==> src/rtl/key_loader_if.sv <==
// Host-side byte stream and key-presentation bundle for key_loader.
// Latency: n/a (signal bundle only).
// Backpressure: ByteReady from the loader stalls ByteIn/ByteValid at the host.
//
// Ports:
//   ByteIn/ByteValid/ByteReady : serial key bytes, valid/ready handshake
//   KeyClear                   : synchronous drop-key / return-to-idle request
//   Key/ReadyKey/ByteCount     : assembled key, complete flag, bytes held
//   TimeoutErr                 : one-cycle pulse when a partial key is discarded
interface key_loader_if;
  logic [7:0]   ByteIn;
  logic         ByteValid;
  logic         ByteReady;
  logic         KeyClear;
  logic [127:0] Key;
  logic         ReadyKey;
  logic [4:0]   ByteCount;
  logic         TimeoutErr;

  // Host side: supplies bytes and clear requests, observes the key.
  modport master (
    output ByteIn, ByteValid, KeyClear,
    input  ByteReady, Key, ReadyKey, ByteCount, TimeoutErr
  );

  // Loader side.
  modport slave (
    input  ByteIn, ByteValid, KeyClear,
    output ByteReady, Key, ReadyKey, ByteCount, TimeoutErr
  );
endinterface

==> src/rtl/key_loader.sv <==
// Assembles a 128-bit AES key from 16 serial host bytes; ReadyKey gates key expansion.
// Latency: 1 byte/cycle; ReadyKey rises the cycle after the 16th accepted byte.
// Backpressure: ByteReady drops while a complete key is held; bytes stall, never drop.
//
// Ports:
//   Clk  : system clock, rising edge
//   Rst  : asynchronous active-low reset
//   bus  : key_loader_if.slave (byte handshake, KeyClear, Key/ReadyKey/ByteCount/TimeoutErr)
// Parameter TIMEOUT: max idle cycles between accepts while loading (0 = never time out).
module key_loader #(
  parameter int TIMEOUT = 100000
) (
  input  logic          Clk,
  input  logic          Rst,
  key_loader_if.slave   bus
);

  // Idle counter is at least one bit wide so TIMEOUT=0 still elaborates.
  localparam int CW = (TIMEOUT == 0) ? 1 : $clog2(TIMEOUT + 1);
  localparam logic [CW-1:0] TMO_LAST = (TIMEOUT == 0) ? '0 : CW'(TIMEOUT - 1);

  typedef enum logic [1:0] {
    S_IDLE  = 2'd0,
    S_LOAD  = 2'd1,
    S_READY = 2'd2
  } state_t;

  state_t        r_state, w_state_nxt;
  logic [127:0]  r_key,   w_key_nxt;
  logic [4:0]    r_cnt,   w_cnt_nxt;
  logic [CW-1:0] r_idle,  w_idle_nxt;
  logic          r_terr,  w_terr_nxt;

  logic          w_byte_rdy;
  logic          w_accept;
  logic          w_tmo_hit;

  // Ready is a pure state decode so it never combinationally follows ByteValid.
  assign w_byte_rdy = (r_state != S_READY);
  assign w_accept   = bus.ByteValid && w_byte_rdy;
  // The edge that would make the idle count equal TIMEOUT is the timeout edge.
  assign w_tmo_hit  = (TIMEOUT != 0) && (r_idle == TMO_LAST);

  always_ff @(posedge Clk or negedge Rst) begin
    if (!Rst) begin
      r_state <= S_IDLE;
      r_key   <= '0;
      r_cnt   <= '0;
      r_idle  <= '0;
      r_terr  <= 1'b0;
    end else begin
      r_state <= w_state_nxt;
      r_key   <= w_key_nxt;
      r_cnt   <= w_cnt_nxt;
      r_idle  <= w_idle_nxt;
      r_terr  <= w_terr_nxt;
    end
  end

  always_comb begin
    w_state_nxt = r_state;
    w_key_nxt   = r_key;
    w_cnt_nxt   = r_cnt;
    w_idle_nxt  = r_idle;
    w_terr_nxt  = 1'b0;

    // KeyClear overrides everything, including a byte accepted in the same cycle
    // and a timeout that would otherwise fire.
    if (bus.KeyClear) begin
      w_state_nxt = S_IDLE;
      w_key_nxt   = '0;
      w_cnt_nxt   = '0;
      w_idle_nxt  = '0;
    end else begin
      case (r_state)
        S_IDLE: begin
          if (w_accept) begin
            w_key_nxt   = {r_key[119:0], bus.ByteIn};
            w_cnt_nxt   = 5'd1;
            w_idle_nxt  = '0;
            w_state_nxt = S_LOAD;
          end
        end
        S_LOAD: begin
          if (w_accept) begin
            // An accept on the timeout edge wins and restarts the idle count.
            w_key_nxt  = {r_key[119:0], bus.ByteIn};
            w_cnt_nxt  = r_cnt + 5'd1;
            w_idle_nxt = '0;
            if (r_cnt == 5'd15) begin
              w_state_nxt = S_READY;
            end
          end else if (w_tmo_hit) begin
            w_state_nxt = S_IDLE;
            w_key_nxt   = '0;
            w_cnt_nxt   = '0;
            w_idle_nxt  = '0;
            w_terr_nxt  = 1'b1;
          end else if (r_idle != '1) begin
            w_idle_nxt = r_idle + CW'(1);
          end
        end
        S_READY: begin
          // Key frozen until KeyClear.
        end
        default: begin
          w_state_nxt = S_IDLE;
          w_key_nxt   = '0;
          w_cnt_nxt   = '0;
          w_idle_nxt  = '0;
        end
      endcase
    end
  end

  assign bus.ByteReady  = w_byte_rdy;
  assign bus.ReadyKey   = (r_state == S_READY);
  assign bus.Key        = r_key;
  assign bus.ByteCount  = r_cnt;
  assign bus.TimeoutErr = r_terr;

endmodule

==> src/flat_wrapper.sv <==
// flat-port wrapper written by rule: the top's interface ports become plain ports
module key_loader_flat 
#(
  parameter int TIMEOUT = 100000
)
  (Clk, Rst, bus_ByteIn, bus_ByteValid, bus_KeyClear, bus_ByteReady, bus_Key, bus_ReadyKey, bus_ByteCount, bus_TimeoutErr);
  key_loader_if bus_i ();
  input  logic Clk;
  input  logic Rst;
  input wire logic [$bits(bus_i.ByteIn)-1:0] bus_ByteIn;
  input wire logic [$bits(bus_i.ByteValid)-1:0] bus_ByteValid;
  input wire logic [$bits(bus_i.KeyClear)-1:0] bus_KeyClear;
  output wire logic [$bits(bus_i.ByteReady)-1:0] bus_ByteReady;
  output wire logic [$bits(bus_i.Key)-1:0] bus_Key;
  output wire logic [$bits(bus_i.ReadyKey)-1:0] bus_ReadyKey;
  output wire logic [$bits(bus_i.ByteCount)-1:0] bus_ByteCount;
  output wire logic [$bits(bus_i.TimeoutErr)-1:0] bus_TimeoutErr;
  assign bus_i.ByteIn = bus_ByteIn;
  assign bus_i.ByteValid = bus_ByteValid;
  assign bus_i.KeyClear = bus_KeyClear;
  assign bus_ByteReady = bus_i.ByteReady;
  assign bus_Key = bus_i.Key;
  assign bus_ReadyKey = bus_i.ReadyKey;
  assign bus_ByteCount = bus_i.ByteCount;
  assign bus_TimeoutErr = bus_i.TimeoutErr;
  key_loader #(.TIMEOUT(TIMEOUT)) u_core (.Clk(Clk), .Rst(Rst), .bus(bus_i));
endmodule
==> config.mk <==
export PLATFORM = sky130hd
export DESIGN_NAME = key_loader_flat
export DESIGN_NICKNAME = d
export VERILOG_FILES = /design/src/rtl/key_loader_if.sv /design/src/rtl/key_loader.sv /design/src/flat_wrapper.sv
export SDC_FILE = /design/constraint.sdc
export NUM_CORES = 1
export LEC_CHECK = 0
export CAP_MARGIN = 20
export CORE_MARGIN = 2
export CORE_UTILIZATION = 45
export DETAILED_ROUTE_END_ITERATION = 6
export PLACE_DENSITY = 0.75
export SYNTH_ARGS = -nofsm -noshare
export SYNTH_HDL_FRONTEND = slang
export SYNTH_SLANG_ARGS = --single-unit
==> constraint.sdc <==
create_clock -name Clk -period 2.6 [get_ports Clk]
set_input_delay 0.39 -clock Clk [delete_from_list [all_inputs] [get_ports Clk]]
set_output_delay 0.39 -clock Clk [all_outputs]
set_load 0.02 [all_outputs]
==> qor.yml <==
yosys:
  synthTopCellsByCount: "270 x nand2_1, 153 x dfrtp_1, 140 x nand3_1"
  synth_top_area_share_pct: 59.14
  synth_ff_type: "dfrtp_1"
  synth_edf_count: 0
  ys.warnings.count: 0
  synth.most_common_cell: "nand2_1"
  synth_top_area_cell: "dfrtp_1"
  yosysSeqAreaShare_pct: 59.14
  syn_avg_cell_area_um2: 9.080
  synth_seq_cells: 153
  ys_async_sr_fraction_pct: 100.0
  synthCells: 713
  synth_area_leaders: "dfrtp_1 59%, nand2_1 16%, nand3_1 11%, buf_6 1.7%, clkbuf_1 1.6%"
  synthDistinctLibCells: 37
  syn_nets: 729
  syn_area_um2: 6474
global_route:
  met3_usage_pct: 8.471
  overflow: 0
  grt_max_degree: 73
  grt_usage_pct: 22.57
  grt_util_met2_pct: 35.30
  grt_pass1_wl_um: 26730
  grt_antenna_before_repair: 0
  grt_use_met1_pct: 28.74
  top_usage_layer: "met2"
  grt_pass1_vias: 5259
sta:
  slew_headroom_pct: 55.25
  hold_slack_ns: 0.4629
  setup_viol: 0
  slew_violations: 0
  period_share_pct: 95.36
  fmax_mhz: 403.3
  worst_pin_slew_ns: 0.6712
  skew_ns: 0.01228
  hold_viol_final: 0
  period_minus_slack_ns: 2.479
clock_tree:
  clk_pin_slew_ns: 0.06
  cts.path.max_buffers: 2
  h-tree-depth: 4
  clk_latency_ns: 0.42
  cts_tree: "built"
  cts_buffers: 17
  cts_root_buf: "clkbuf_16"
  cts_sinks: 153
worst_setup_path:
  crit_fanout: 5
  reg2reg_depth: 10
  r2r-end: "u_core.r_idle[8]"
  reg2reg_slack_ns: 0.12
  critical_path_class: "flop to flop"
  cp-startpoint: "u_core.r_idle[10]"
  crit_end: "u_core.r_idle[8]"
  cp_data_arrival_time_ns: 2.83
  rr_startpoint: "u_core.r_idle[10]"
  cp.required_ns: 2.95
  crit_path_end_kind: "flop"
  worstSetupStartpointType: "flop"
min_path:
  holdPathStages: 2
  hold_path_class: "flop to flop"
placement:
  port_buffers: 147
  place_hpwl_um: 10860
  place_congestion: 0.8764
  dpl_cell_area_um2: 8230
detailed_routing:
  vias_per_cell: 5.208
  drt-initial-drc-count: 329
  vias: 5494
  drc: 0
  wire_per_inst_um: 15.72
  antenna_left: 0
  dr.pass1.iters: 4
  finalWirelength_um: 16590
pwr:
  total_power_uw: 5081
  p_per_area_nw_per_um2: 577.2
  vdd_drop_max_v: 0.0004413
  p_leak_uw: 0.004382
die:
  coreArea_um2: 13990
  die_h_um: 123.9
  die_area_um2: 15360
  initial_utilization_pct: 46.28
  fp-row-count: 43
  dieWidth_um: 123.9
  pin_count: 148
finish:
  nets: 878
  area_growth_pct: 35.99
  final_layout_size_suffix_gt1_share_pct: 8.000
  antenna_cells: 0
  stdcell_area_um2: 8803
status:
  status: "finished clean"
flow_run:
  maxCapViolCount: 0
==> per-stage QoR <==
step	setup TNS, ns	setup WS, ns	std cells	utilization, %
5_1_grt	-0.003831	-0.003831	1055	62.93
3_5_place_dp	0	0.06172	1018	58.84
6_report	0	0.1206	1055	62.93
2_1_floorplan	0	0.1237	713	-
4_1_cts	0	0.04564	1051	62.66
3_3_place_gp	0	0.1316	1018	58.84
==> cell families after synthesis <==
| group | Yosys count | share of synthesized area [%] |
|---|---|---|
| AOI/OAI and AO/OA | 40 | 3.885 |
| muxes | 1 | 0.1739 |
| DFF | 153 | 59.14 |
| xor gates and xnor gates | 3 | 0.4059 |
| adders and majority gates | 4 | 0.7731 |
| and+or+nand+nor | 459 | 31.18 |
| buffers and inverters | 53 | 4.445 |
==> placed cells by master, fill, tap and decap left out, types with 2 or more instances in the layout <==
master and instances:
or3_1 2, nor3_2 2, nand3_1 140, clkinv_4 2
ha_1 3, nor2_1 13, dfrtp_1 153, clkbuf_16 17
nand4b_1 2, buf_12 9, nand2b_1 4, inv_1 4
clkdlybuf4s50_1 146, a31oi_1 13, o21ai_0 9, or4b_1 2
buf_4 21, nand4_1 5, a22o_1 3, nand2_1 270
and3_1 6, clkbuf_1 3, clkinv_2 5, clkinvlp_4 3
nor3_1 5, nor2b_1 2, xor2_1 3, a21oi_1 7
==> registers in the layout, indices dropped and copies added (netlist names) <==
register,cells
u_core.r_state,2
u_core.bus.TimeoutErr,1
u_core.bus.Key,128
u_core.bus.ByteCount,5
u_core.r_idle,17
==> area by class of cell <==
type | count | area (um^2)
Clock buffer | 21 | 450.4
Clock inverter | 11 | 73.82
Fill cell | 1201 | 5185
Inverter | 5 | 18.77
Multi-Input combinational cell | 507 | 2386
Sequential cell | 153 | 3829
Tap cell | 180 | 225.2
Timing Repair Buffer | 178 | 1821
==> report_power, final <==
part           internal (uW)  switching, uW
Sequential              2420           32.1
Clock                   1240            963
Combinational            148            283
Total                   3800           1280
==> critical path: stages (launching register included) <==
cell and delay (ns):
dfrtp_1 0.40, and4_2 0.26, and3_1 0.23, nand3_1 0.14
nor3_2 0.07, ha_2 0.19, inv_2 0.08, and3_1 0.21
nand3_1 0.10, or4b_2 0.64, nand3_1 0.10
==> worst min path at each step <==
| stage | from | endpoint |
|---|---|---|
| floorplan | Rst | u_core.bus.ByteCount[0] |
| global placement | Rst | u_core.bus.Key[53] |
| detailed placement | Rst | u_core.bus.Key[52] |
| CTS | u_core.bus.Key[123] | u_core.bus.Key[123] |
| global route | u_core.bus.Key[122] | u_core.bus.Key[122] |
| finish | u_core.bus.Key[121] | u_core.bus.Key[121] |
==> routing by layer <==
metal / wire, um / part of all wire (%)
met1: 7201 / 43
met2: 7941 / 48
met3: 1148 / 6.9
met4: 295 / 1.8
met5: 0 / 0
==> what timing repair did <==
action,4_1_cts,5_1_grt
buffers inserted,0,4
resized for setup,0,4
hold buffers,1,0
endpoints found under the setup margin,0,5
endpoints found under the hold margin,7,0
Power figures use the tool's default switching activity.
